[config.mk]
export PLATFORM = sky130hd
export DESIGN_NAME = md_book_dispatcher
export DESIGN_NICKNAME = d
export VERILOG_FILES = /design/src/rtl/md_book_dispatcher.sv
export SDC_FILE = /design/constraint.sdc
export NUM_CORES = 1
export LEC_CHECK = 0
export CAP_MARGIN = 20
export CORE_UTILIZATION = 57
export DETAILED_ROUTE_END_ITERATION = 12
export PLACE_DENSITY = 0.79
export SLEW_MARGIN = 10
export SYNTH_ARGS = -nofsm -noshare
export SYNTH_HDL_FRONTEND = slang
export SYNTH_SLANG_ARGS = --single-unit
export TNS_END_PERCENT = 50
[constraint.sdc]
create_clock -name clk -period 9.9 [get_ports clk]
set_input_delay 1.485 -clock clk [delete_from_list [all_inputs] [get_ports clk]]
set_output_delay 1.485 -clock clk [all_outputs]
set_load 0.05 [all_outputs]
[src/rtl/md_book_dispatcher.sv]
// md_book_dispatcher
//
// Routes decoded MDP3 book-update messages from the parser to one of
// NUM_BOOKS order-book instances, chosen by matching the message security ID
// against a run-time programmable slot table. A small FIFO absorbs parser
// traffic while an order book applies backpressure. Messages whose security
// ID matches no enabled slot are discarded and counted.
//
// Ports:
//   clk, reset_n         rising-edge clock, asynchronous active-low reset
//   msg_valid/msg_ready  parser handshake; payload on sec_id, action,
//                        entry_type, price, quantity, num_orders
//   cfg_we/cfg_idx/      slot table write port: slot cfg_idx gets
//   cfg_sec_id/cfg_en    {cfg_en, cfg_sec_id}
//   book_valid           one-hot offer to order book i
//   book_ready           per-book accept
//   book_action ..       shared payload bus, held stable while offered
//   book_num_orders
//   drop_count           saturating count of unmatched messages
//   busy                 messages buffered or dispatch in progress
module md_book_dispatcher #(
    parameter int NUM_BOOKS  = 4,
    parameter int FIFO_DEPTH = 4,
    parameter int IDX_W      = 2
) (
    input  logic                 clk,
    input  logic                 reset_n,
    input  logic                 msg_valid,
    output logic                 msg_ready,
    input  logic [31:0]          sec_id,
    input  logic [1:0]           action,
    input  logic [1:0]           entry_type,
    input  logic [63:0]          price,
    input  logic [15:0]          quantity,
    input  logic [7:0]           num_orders,
    input  logic                 cfg_we,
    input  logic [IDX_W-1:0]     cfg_idx,
    input  logic [31:0]          cfg_sec_id,
    input  logic                 cfg_en,
    output logic [NUM_BOOKS-1:0] book_valid,
    input  logic [NUM_BOOKS-1:0] book_ready,
    output logic [1:0]           book_action,
    output logic [1:0]           book_entry_type,
    output logic [63:0]          book_price,
    output logic [15:0]          book_quantity,
    output logic [7:0]           book_num_orders,
    output logic [15:0]          drop_count,
    output logic                 busy
);

    localparam int PTR_W   = $clog2(FIFO_DEPTH);
    localparam int CNT_W   = PTR_W + 1;
    localparam int ENTRY_W = 124;
    localparam logic [CNT_W-1:0] FULL_CNT = CNT_W'(FIFO_DEPTH);

    typedef enum logic [1:0] {
        IDLE,
        LOOKUP,
        ISSUE
    } state_t;

    logic [ENTRY_W-1:0]   mem [FIFO_DEPTH];
    logic [PTR_W-1:0]     wr_ptr_q;
    logic [PTR_W-1:0]     rd_ptr_q;
    logic [CNT_W-1:0]     count_q;
    logic [ENTRY_W-1:0]   head;
    logic [31:0]          head_sec;
    logic                 push;
    logic                 pop;

    logic [NUM_BOOKS-1:0] tbl_en_q;
    logic [31:0]          tbl_sec_q [NUM_BOOKS];
    logic [NUM_BOOKS-1:0] hit_onehot;
    logic                 hit;

    state_t               state_q;
    state_t               state_d;
    logic                 latch;
    logic                 drop;
    logic [NUM_BOOKS-1:0] target_q;
    logic [15:0]          drop_cnt_q;

    assign msg_ready  = (count_q != FULL_CNT);
    assign push       = msg_valid & msg_ready;
    assign head       = mem[rd_ptr_q];
    assign head_sec   = head[123:92];
    assign book_valid = (state_q == ISSUE) ? target_q : '0;
    assign drop_count = drop_cnt_q;
    assign busy       = (count_q != '0) | (state_q != IDLE);

    // Storage array has no reset; an empty count makes stale words unreachable.
    always_ff @(posedge clk) begin
        if (push) begin
            mem[wr_ptr_q] <= {sec_id, action, entry_type, price, quantity, num_orders};
        end
    end

    // Pointers are exactly PTR_W wide, so natural overflow gives the wrap.
    always_ff @(posedge clk or negedge reset_n) begin
        if (!reset_n) begin
            wr_ptr_q <= '0;
            rd_ptr_q <= '0;
            count_q  <= '0;
        end else begin
            if (push) begin
                wr_ptr_q <= wr_ptr_q + PTR_W'(1);
            end
            if (pop) begin
                rd_ptr_q <= rd_ptr_q + PTR_W'(1);
            end
            case ({push, pop})
                2'b10:   count_q <= count_q + CNT_W'(1);
                2'b01:   count_q <= count_q - CNT_W'(1);
                default: count_q <= count_q;
            endcase
        end
    end

    // Slot table; a write lands at the edge and is seen by the next lookup.
    always_ff @(posedge clk or negedge reset_n) begin
        if (!reset_n) begin
            tbl_en_q <= '0;
            for (int i = 0; i < NUM_BOOKS; i++) begin
                tbl_sec_q[i] <= '0;
            end
        end else if (cfg_we) begin
            tbl_en_q[cfg_idx]  <= cfg_en;
            tbl_sec_q[cfg_idx] <= cfg_sec_id;
        end
    end

    // Priority match: scanning upward and stopping at the first hit makes
    // the lowest-numbered matching slot win when several share an ID.
    always_comb begin
        hit_onehot = '0;
        hit        = 1'b0;
        for (int i = 0; i < NUM_BOOKS; i++) begin
            if (!hit && tbl_en_q[i] && (tbl_sec_q[i] == head_sec)) begin
                hit_onehot[i] = 1'b1;
                hit           = 1'b1;
            end
        end
    end

    // Dispatch FSM next-state. The head is popped only once it has either
    // been dropped or accepted by its target book, so ordering is preserved.
    always_comb begin
        state_d = state_q;
        pop     = 1'b0;
        latch   = 1'b0;
        drop    = 1'b0;
        case (state_q)
            IDLE: begin
                if (count_q != '0) begin
                    state_d = LOOKUP;
                end
            end
            LOOKUP: begin
                if (hit) begin
                    latch   = 1'b1;
                    state_d = ISSUE;
                end else begin
                    pop     = 1'b1;
                    drop    = 1'b1;
                    state_d = IDLE;
                end
            end
            ISSUE: begin
                if ((book_valid & book_ready) != '0) begin
                    pop     = 1'b1;
                    state_d = IDLE;
                end
            end
            default: state_d = IDLE;
        endcase
    end

    // The target is latched at lookup so later table writes cannot redirect
    // or withdraw a message already being offered.
    always_ff @(posedge clk or negedge reset_n) begin
        if (!reset_n) begin
            state_q         <= IDLE;
            target_q        <= '0;
            book_action     <= '0;
            book_entry_type <= '0;
            book_price      <= '0;
            book_quantity   <= '0;
            book_num_orders <= '0;
            drop_cnt_q      <= '0;
        end else begin
            state_q <= state_d;
            if (latch) begin
                target_q        <= hit_onehot;
                book_action     <= head[91:90];
                book_entry_type <= head[89:88];
                book_price      <= head[87:24];
                book_quantity   <= head[23:8];
                book_num_orders <= head[7:0];
            end
            if (drop && (drop_cnt_q != 16'hFFFF)) begin
                drop_cnt_q <= drop_cnt_q + 16'd1;
            end
        end
    end

endmodule

# After elaboration in Yosys (flattened, before gate mapping)
# Memories as Yosys holds them, arrays and structs flattened.
# Index checks and enable logic that the tools add are counted.
word_totals:
  register_bits: 253
  mem_bits_rw: 496
  input_bits: 167
  output_inout_bits: 114
  elab_cells: 88
  memories: 1
memory_table:
  columns: ["name", "words", "width", "read_ports", "rd_clocked_by_memory_dff", "wr", "line_no", "rtl"]
  rows:
  - ["mem", 4, 124, 1, 0, 1, "62", "logic [ENTRY_W-1:0] mem [FIFO_DEPTH];"]
classes:
  add_sub_neg: 5
  order_cmp: 4
  n_eq_ne: 12
  n_mux: 27
  n_bitwise: 4
  reduce_logical: 19
ops:
  columns: ["cell", "n"]
  rows:
  - ["bitwise mux 128 bit", 1]
  - ["equality test 32 bit", 4]
  - ["demux 32 bit (select 2 bit)", 1]
  - ["2-to-1 mux 32 bit", 1]
  - ["adder 16 x 1 -> 16 bit, second input constant", 1]
  - ["!= test 16 bit, second input constant", 1]
  - ["2-to-1 mux 1 bit", 15]
  - ["logical AND 1 bit", 10]
  - ["2-to-1 mux 2 bit", 3]
  - ["case mux 2 bit (3 select lines)", 1]
  - ["case mux 3 bit (2 select lines)", 1]
  - ["adder 2 x 1 -> 2 bit, second input constant", 2]
  - ["AND 4 bit", 1]
  - ["bitwise mux 4 bit", 1]
  - ["equality test 2 x 1 -> 1 bit, second input constant", 2]
  - ["equality test 2 bit, second input constant", 2]
  - ["2-to-1 mux 4 bit", 1]
  - ["nonzero test 2 bit", 2]
  - ["nonzero test 4 bit", 1]
  - ["adder 3 x 1 -> 3 bit, second input constant", 1]
  - ["greater-or-equal comparator 3 bit, second input constant", 1]
  - ["logical NOT 1 bit", 3]
  - ["less-than comparator 2 x 3 -> 1 bit, second input constant", 1]
  - ["less-than comparator 3 x 1 -> 1 bit, second input constant", 1]
  - ["other kinds (13)", 13]

# Depth between registers and ports, before layout
# Gate-level depths: netlist of run 1.
# An unclocked memory read counts as a cell.
logic_depth:
  depth_word: 20
  depth_mapped: 18

# Worst setup path after synthesis of run 1
# OpenSTA, ideal clock, no wires.
synth_path:
  kind: "input to register"
  start: "in msg_valid"
  end: "mem mem[0][0] (enable)"
  arrival_time_ps: 4377
  slack_ps: 5025
  stages: 1
  cell_sequence: "and3_1"
synth_via:
  elab_chain_cells: 3
synth_rtl:
  columns: ["element", "line_no", "rtl"]
  rows:
  - ["start, declared", "28", "input logic msg_valid,"]
  - ["AND 1 bit", "84", "assign push = msg_valid & msg_ready;"]
  - ["2-to-1 mux 1 bit", "93", "if (push) begin"]
  - ["2-to-1 mux 1 bit (implied by the code)", "94", "mem[wr_ptr_q] <= {sec_id, action, entry_type, price, quantity, num_orders};"]
  - ["end, declared", "62", null]
# Every way passes these cells.

# Worst setup path after layout of run 1
layout_path:
  start: "reg rd_ptr_q[0]"
  end: "reg book_num_orders[5]"
layout_via:
  elab_chain_cells: 18
  elab_cells_between_ends: 21
  classes_between: "eq/ne (4); mux (6); reduce/logical (10); memory (1)"
layout_rtl:
  columns: ["element", "line_no", "rtl"]
  rows:
  - ["start, declared", "64", "logic [PTR_W-1:0] rd_ptr_q;"]
  - ["start signal, assigned", "109", "rd_ptr_q <= rd_ptr_q + PTR_W'(1);"]
  - ["memory read (4 x 124 bit) (*)", null, null]
  - ["equality test 32 bit", "138", "if (!hit && tbl_en_q[i] && (tbl_sec_q[i] == head_sec)) begin"]
  - ["logical AND 1 bit", "138", null]
  - ["2-to-1 mux 1 bit", "138", null]
  - ["logical NOT 1 bit", "138", null]
  - ["logical AND 1 bit (2 in a row)", "138", null]
  - ["2-to-1 mux 1 bit", "138", null]
  - ["logical NOT 1 bit", "138", null]
  - ["logical AND 1 bit (2 in a row)", "138", null]
  - ["2-to-1 mux 1 bit", "138", null]
  - ["logical NOT 1 bit", "138", null]
  - ["logical AND 1 bit (2 in a row)", "138", null]
  - ["2-to-1 mux 1 bit", "138", null]
  - ["2-to-1 mux 1 bit", "159", "if (hit) begin"]
  - ["2-to-1 mux 1 bit", "152", "case (state_q)"]
  - ["end signal, assigned", "198", "book_num_orders <= head[7:0];"]
  - ["end, declared", "46", "output logic [7:0] book_num_orders,"]
# Mark *: on every way between the ends. The rest lies on a longest branch, timed or not.
# A chain may end at the register's enable or synchronous reset.

==> results of run 1 <==
[flip-flops by register name, summed over array words and instances, names as in the netlist]
name and count:
mem 496, book_action 2, book_entry_type 2, wr_ptr_q 2, tbl_en_q 4, rd_ptr_q 2, book_price 64, state_q 2
book_quantity 16, target_q 4, tbl_sec_q 128, book_num_orders 8, drop_count 16, count_q 3
[power groups by stage]
stage                     clock network (mW)  registers, mW  logic [mW]
after floorplan                            0           3.57       0.197
after global routing                    3.00           3.55       0.399
after CTS                               2.88           3.54       0.371
after global placement                     0           3.59       0.357
final                                   2.83           3.54       0.371
after detailed placement                   0           3.60       0.367
[cell usage after synthesis (2+ instances only)]
master	n	area, µm²
o22a_1	2	17.5
nand3_1	13	65.1
nor2b_1	2	12.5
o22ai_1	2	12.5
dfrtp_1	253	6330
a21oi_1	5	25.0
edfxtp_1	496	14900
and3_1	12	75.1
nand4_1	37	231
and2_1	9	56.3
o31ai_1	3	22.5
o32ai_1	3	26.3
buf_6	9	101
xnor2_1	109	955
a2111oi_0	3	26.3
buf_4	5	37.5
ha_1	9	113
nor2_1	7	26.3
xor2_1	35	307
mux2i_1	36	360
nand2_1	13	48.8
nand2b_1	5	31.3
o211ai_1	2	15.0
mux4_2	123	2770
clkbuf_1	32	120
buf_2	13	65.1
inv_1	14	52.6
buf_1	2	7.51
mux2_4	58	871
mux2_2	171	1930
a22o_1	3	26.3
nand3b_1	2	15.0
nor4_1	9	56.3
o21ai_0	6	30.0
o21ai_2	2	17.5
nor3_1	3	15.0
[path summary, 6_finish.rpt]
check / start / to / slack, ps / cells after the start
max in group asynchronous: reset_n / book_quantity[5] / 7050 / 3
max reg2reg: rd_ptr_q[0] / book_num_orders[5] / 4190 / 12
min in group asynchronous: reset_n / tbl_sec_q[24] / 930 / 1
min: book_price[6] / book_price[6] / 500 / 1
min reg2reg: book_price[6] / book_price[6] / 500 / 1
max: rd_ptr_q[0] / book_num_orders[5] / 4190 / 12
[logic make-up (layout without fill, tap and decap cells)]
family	Yosys count	after routing	share of synthesized area, %
xor+xnor	144	144	4.21
mux	389	389	19.8
other cells	0	6	0
buf+inv	75	456	1.28
flops	749	749	70.8
compound gates	48	48	1.25
fa+ha+maj	10	10	0.442
simple gates	116	116	2.23
[layout make-up]
class                      instances  area, µm²
fill                            3225      15600
antenna                            6       15.0
clock inverter                    28        295
tap                              680        851
timing repair buffer             302       3010
sequential                       749      21200
clock buffer                     112       2180
multi-input combinational        707       8410
inverter                          14       52.6
[routing by layer]
layer | wire length [µm] | up-vias | global-route usage, %
li1 | - | 6649 | -
met1 | 27000 | 8103 | 34.7
met2 | 32200 | 533 | 40.1
met3 | 5480 | 129 | 7.78
met4 | 1570 | 12 | 7.78
met5 | 75 | - | 0
[worst max-delay path: stages, from the launching register on]
cell      delay, ps
dfrtp_4         730
buf_16          300
buf_4           810
mux4_2          690
nor2b_1         160
a311oi_1         80
and3_1          250
nand4_1         130
o21ai_2         150
o21ai_4         160
buf_4           620
buf_4           850
mux2_2          420
[metrics by stage]
stage / setup WS (ps) / power, mW / hold slack, ps
floorplan: 5020 / 3.77 / 440
global route: 3890 / 6.95 / 508
CTS: 3930 / 6.78 / 503
global placement: 4000 / 3.95 / 480
detailed placement: 3940 / 3.96 / 490
finish: 4190 / 6.74 / 502
==> qor.csv, run 1 <==
metric,value,unit
die_y,231,µm
final_cell_mix,"edfxtp_1, clkdlybuf4s50_1, dfrtp_1, mux2_2, mux4_2",
cts_buffers,76,
viasPerCell,5.94,
worstMarginPinSlew,1080,ps
skew,20.6,ps
cts_sinks,749,
cp_max_fo,53,
min_path_type,reg2reg,
grt_first_pass_wirelength,101000,µm
synth_flop_cell,edfxtp_1,
track_usage,25.6,%
cp.arrival,6210,ps
dieArea,53500,µm²
power_frac_clock,42.0,%
p_comb_share,5.5,%
drt_iter0_drc,1255,
port_buffers,280,
slew_violations,0,
post_route_cells_drive_above_1_share,25.9,%
core-area,51600,µm²
powerDensity,187,nW/µm²
synth_seq_area_share,70.8,%
clk_latency,620,ps
ant_nets,0,
clk_pin_slew_worst_paths,60,ps
postCtsHoldBufs,0,
placed_cell_area,33500,µm²
fmaxAchievable,175,MHz
dp_hpwl,40900,µm
num-nets-final,2027,
cap_violations,0,
antenna_found_initial,11,
postCtsSetupBuffers,0,
finalCritPeriodShare,57.7,%
final_common_cell,edfxtp_1,
die_w,231,µm
clockBufferDepth,3,
syn_to_final_growth,20.2,%
ys_ff_latch,749,
syn_inst,1531,
start_util,58.1,%
instances_no_fill,2598,
start_kind,flip-flop,
placedCellCount,2451,
syn_avg_cell_area,19.6,µm²
grt.overflow.total,0,
route.detailed.drc,0,
design.portCount,281,
wl,66400,µm
intPower,5.32,mW
synth_edf_count,496,
netSwitchingFraction,21.1,%
rsz0062_at_grt,no,
slew_headroom,27.9,%
syn-cell-area,30000,µm²
fin_util,69.8,%
grt_pass1_vias,16300,
final_area,36000,µm²
status,"complete, no violations",
wl_per_cell,25.5,µm
synth_nets,1708,
firstDrtPassIters,6,
yosys_warnings,0,
tritoncts,done,
ir_drop,0.000140,V
ctsRootBufferMaster,clkbuf_16,
fp-row-count,83,
via_count,15400,
post_cts_resized,0,
gp_congestion,0.933,
worstSetupPathType,reg2reg,
period_minus_slack,5710,ps
p_switching,1.42,mW
worstPathRequired,10400,ps
synth.distinct_cells,59,
p_leak,13.1,nW
endpoint_kind,flip-flop,
finalHoldViolCount,0,
async_flop_share,33.8,%
grt_max_degree,161,
h-tree-depth,3,
pwr-share-seq,52.5,%
fin_tns_setup,0,ps
setup_viol,0,
Note: power is estimated with default switching activity, not from simulation.
==> run 2: changes to the inputs <==
- CORE_UTILIZATION: 57 -> 52
- PLACE_DENSITY: 0.79 -> 0.76
- clock period: 9.9 -> 4.83 ns (I/O delays scaled with it)
==> run 2 against run 1 <==
Final cell count is 3.7% higher. Wire length about the same. Die area rose by 9.5%. Critical path depth grew 2. First-iteration DRC count is 19% lower. Largest cell class unchanged.
==> qor.csv, run 2 (same netlist as run 1, synthesis figures left out) <==
metric,value,unit,change
post_cts_resized,0,,unchanged
fin_tns_setup,0,ps,unchanged
worstMarginPinSlew,1070,ps,-14.2 ps
dieArea,58600,µm²,+9.5%
core-area,56700,µm²,+9.9%
num-nets-final,2046,,+0.94%
skew,28.5,ps,+7.91 ps
antenna_found_initial,7,,-4
finalCritPeriodShare,92.4,%,+35 points
die_w,242,µm,+4.7%
clk_pin_slew_worst_paths,60,ps,about the same
reg.largest.list,"mem (496), tbl_sec_q (128), book_price (64)",,
cap_violations,0,,unchanged
rr_startpoint,rd_ptr_q[1],,
final_common_cell,edfxtp_1,,
postCtsSetupBuffers,0,,unchanged
syn_to_final_growth,21.6,%,
post_route_cells_drive_above_1_share,27.0,%,+1.1 points
endpoint_kind,flip-flop,,
fmaxAchievable,224,MHz,+28%
slew_violations,0,,unchanged
tritoncts,done,,
route.detailed.drc,0,,unchanged
crit_path_start,rd_ptr_q[1],,
wl,66300,µm,about the same
drt_iter0_drc,1012,,-19%
wl_per_cell,24.6,µm,-3.6%
slew_headroom,28.8,%,+0.95 points
min_path_type,in2async,,
start_kind,flip-flop,,
via_count,15400,,-0.30%
worstPathRequired,5350,ps,-5050 ps
port_buffers,280,,unchanged
clk_latency,620,ps,about the same
ir_drop,0.000386,V,+180%
p_leak,13.2,nW,+1.3%
firstDrtPassIters,5,,-1
clockBufferDepth,3,,unchanged
finalHoldViolCount,0,,unchanged
fillers,3825,,+19%
cp_max_fo,26,,-51%
multi_input_area,8410,µm²,unchanged
ctsRootBufferMaster,clkbuf_16,,
fp-row-count,87,,+4.8%
die_y,242,µm,+4.7%
cp.arrival,4980,ps,-1230 ps
powerDensity,384,nW/µm²,+110%
postCtsHoldBufs,0,,unchanged
viasPerCell,5.71,,-3.8%
final_cell_mix,"edfxtp_1, clkdlybuf4s50_1, dfrtp_1, mux2_2, mux4_2",,
grt_max_degree,128,,-20%
status,"complete, no violations",,
r2r_setup_slack,370,ps,-3820 ps
cts_sinks,749,,unchanged
gp_congestion,0.931,,-0.15%
worstSetupPathType,reg2reg,,
seq_area,21200,µm²,unchanged
ant_nets,0,,unchanged
top_register,mem,,
grt_pass1_vias,16600,,+1.5%
h-tree-depth,3,,unchanged
design.portCount,281,,unchanged
largest_register_ffs,496,,unchanged
setup_viol,0,,unchanged
cts_buffers,77,,+1.3%
grt_first_pass_wirelength,102000,µm,+0.99%
p_total,14.0,mW,+110%
rsz0062_at_grt,no,,
grt.overflow.total,0,,unchanged
dp_hpwl,43000,µm,+5.1%
track_usage,23.1,%,-2.5 points
period_minus_slack,4460,ps,-1250 ps
start_util,52.9,%,-5.2 points
==> run 2: cell type report <==
cell class              instances  share of cell area, %
flip-flops and latches        749                   58.2
well taps                     756                   2.59
diodes                          4                 0.0274
repair buffers                320                   8.88
inverters                      14                  0.144
clock inverters                30                  0.919
clock buffers                 113                   6.16
multi-input cells             707                   23.1
==> run 2: where the power goes <==
group | internal, mW | switching [mW]
sequential | 7.06 | 0.177
combinational | 0.433 | 0.338
clock | 3.56 | 2.42
==> run 2: worst paths after layout <==
path,endpoint,cells past startpoint
max in group asynchronous,rd_ptr_q[1],2
hold reg to reg,drop_count[8],1
setup reg to reg,count_q[1],14
hold / removal,tbl_sec_q[50],1
setup / recovery,count_q[1],14
min in group clk,drop_count[8],1
==> run 2: per-stage QoR <==
step / worst slack [ps] / std cells / hold slack, ps / util (%) / area (µm²)
6_report: 367 / 2693 / 245 / 64.3 / 36500
4_1_cts: 296 / 2688 / 265 / 64.2 / 36400
2_1_floorplan: 491 / 1531 / 429 / - / 30000
3_3_place_gp: 461 / 2545 / 479 / 59.7 / 33900
3_5_place_dp: 332 / 2545 / 483 / 59.7 / 33900
5_1_grt: 125 / 2691 / 296 / 64.3 / 36500
==> run 2: metal layers <==
metal / wire length, µm / GRT usage [%] / vias to the layer above / share of wire (%)
met5: 65 / 0 / - / 0.098
li1: - / - / 6698 / -
met3: 4740 / 6.58 / 128 / 7.1
met1: 26800 / 30.2 / 8104 / 40
met2: 32800 / 37.4 / 441 / 50
met4: 1890 / 7.35 / 8 / 2.9
==> run 2: critical path, stage by stage, from the launching register on <==
cell,delay (ps)
dfrtp_4,650
buf_12,250
buf_4,250
mux4_2,400
xnor2_1,270
nand4_1,170
nor4_1,490
nand4_1,320
nand2_1,300
o31ai_1,120
and2_1,230
ha_1,210
inv_1,80
fa_1,410
o21ai_0,200
==> run 3: changes to the inputs <==
- CAP_MARGIN: 20 -> not set
- SETUP_SLACK_MARGIN: not set -> 0.3
==> run 3 against run 2 <==
Wire length rose by 0.90%. Via count about the same. Clock power hardly changed. Largest power group unchanged.
==> qor.csv, run 3 (same netlist as run 1, synthesis figures left out) <==
metric,value,unit,change
status,"complete, no violations",,
start_kind,flip-flop,,
finalHoldViolCount,0,,unchanged
final_cell_mix,"edfxtp_1, clkdlybuf4s50_1, dfrtp_1, mux2_2, mux4_2",,
firstDrtPassIters,5,,unchanged
globalRoute.busiestLayer,met2,,
dieArea,58600,µm²,unchanged
antenna_found_initial,7,,unchanged
clockBufferDepth,3,,unchanged
wl_per_cell,24.8,µm,+0.86%
top_register,mem,,
use_met1,30.3,%,+0.094 points
slew_headroom,28.9,%,+0.033 points
h-tree-depth,3,,unchanged
design.portCount,281,,unchanged
fin_tns_setup,0,ps,unchanged
slew_violations,0,,unchanged
cts_sinks,749,,unchanged
dp_hpwl,43000,µm,unchanged
reg.largest.list,"mem (496), tbl_sec_q (128), book_price (64)",,
worstPathRequired,5340,ps,about the same
cts_buffers,77,,unchanged
ant_nets,0,,unchanged
worstMarginPinSlew,1070,ps,-0.495 ps
cp_max_fo,26,,unchanged
use_met2,37.7,%,+0.24 points
period_minus_slack,4220,ps,-245 ps
fp-row-count,87,,unchanged
grt.overflow.total,0,,unchanged
clk_pin_slew_worst_paths,60,ps,about the same
clk_latency,620,ps,about the same
cap_violations,0,,unchanged
grt_max_degree,128,,unchanged
final_common_cell,edfxtp_1,,
via_count,15400,,-0.072%
rsz0062_at_grt,no,,
die_y,242,µm,unchanged
skew,29.0,ps,+0.487 ps
num-nets-final,2047,,+0.049%
die_w,242,µm,unchanged
p_total,14.0,mW,about the same
grt_use_met3,6.58,%,unchanged
setup_viol,0,,unchanged
syn_to_final_growth,21.7,%,about the same
post_route_cells_drive_above_1_share,27.1,%,+0.089 points
ctsRootBufferMaster,clkbuf_16,,
grt_first_pass_wirelength,102000,µm,+0.27%
viasPerCell,5.70,,-0.11%
tritoncts,done,,
start_util,52.9,%,unchanged
min_path_type,in2async,,
core-area,56700,µm²,unchanged
cp.arrival,4730,ps,-250 ps
fmaxAchievable,237,MHz,+5.8%
route.detailed.drc,0,,unchanged
gp_congestion,0.931,,unchanged
wl,66900,µm,+0.90%
endpoint_kind,flip-flop,,
port_buffers,280,,unchanged
grt_pass1_vias,16600,,+0.054%
ir_drop,0.000386,V,+0.14%
finalCritPeriodShare,87.3,%,-5.1 points
postCtsHoldBufs,0,,unchanged
p_leak,13.2,nW,about the same
track_usage,23.2,%,+0.089 points
worstSetupPathType,reg2reg,,
largest_register_ffs,496,,unchanged
powerDensity,384,nW/µm²,about the same
drt_iter0_drc,1079,,+6.6%
## run 3: report_power, final
group	leakage, nW	total (mW)	switching [mW]	internal, mW
clock	1.26	5.99	2.43	3.56
combinational	4.28	0.771	0.339	0.433
sequential	7.69	7.24	0.177	7.06
## run 3: final timing paths
path                                from            end  slack [ps]  depth (start not counted)
max reg2reg                  rd_ptr_q[1]     count_q[1]         610                         14
max                          rd_ptr_q[1]     count_q[1]         610                         14
min in group clk           drop_count[8]  drop_count[8]         490                          1
max in group asynchronous        reset_n    rd_ptr_q[1]        3390                          2
min                              reset_n  tbl_sec_q[50]         190                          1
min reg2reg                drop_count[8]  drop_count[8]         490                          1
## run 3: worst max-delay path, cell delays in order (launching register included)
cell	delay, ps
dfrtp_4	570
buf_12	230
buf_4	250
mux4_2	400
xnor2_1	280
nand4_1	190
nor4_2	380
nand4_1	270
nand2_1	290
o31ai_1	120
and2_1	230
ha_1	210
inv_1	80
fa_1	410
o21ai_0	200
## run 3: metal layers
metal  part of all wire (%)  vias to the layer above
li1                       -                     6692
met2                     50                      464
met5                  0.097                        -
met1                     40                     8081
met3                    7.4                      123
met4                    2.7                        8
## run 3: repair_timing
action / in CTS / in global routing
buffers inserted: 1 / 1
endpoints found under the setup margin: 1 / 2
pin swaps: 0 / 0
gates resized for setup: 0 / 1
## run 3: final cells by class
| cell class | instances | area (µm²) |
|---|---|---|
| flip-flops and latches | 749 | 21200 |
| multi-input cells | 707 | 8420 |
| well taps | 756 | 946 |
| clock buffers | 113 | 2250 |
| repair buffers | 321 | 3250 |
| fillers | 3822 | 20200 |
| inverters | 14 | 52.6 |
| diodes | 4 | 10.0 |
| clock inverters | 30 | 335 |
## run 3: per-stage QoR
stage,cells,setup slack (ps),util (%),hold WS [ps],instance area (µm²)
final,2694,612,64.3,187,36500
after global routing,2692,345,64.3,296,36500
after CTS,2689,320,64.3,265,36500
after detailed placement,2545,332,59.7,483,33900
after global placement,2545,461,59.7,479,33900
after floorplan,1531,491,-,429,30000
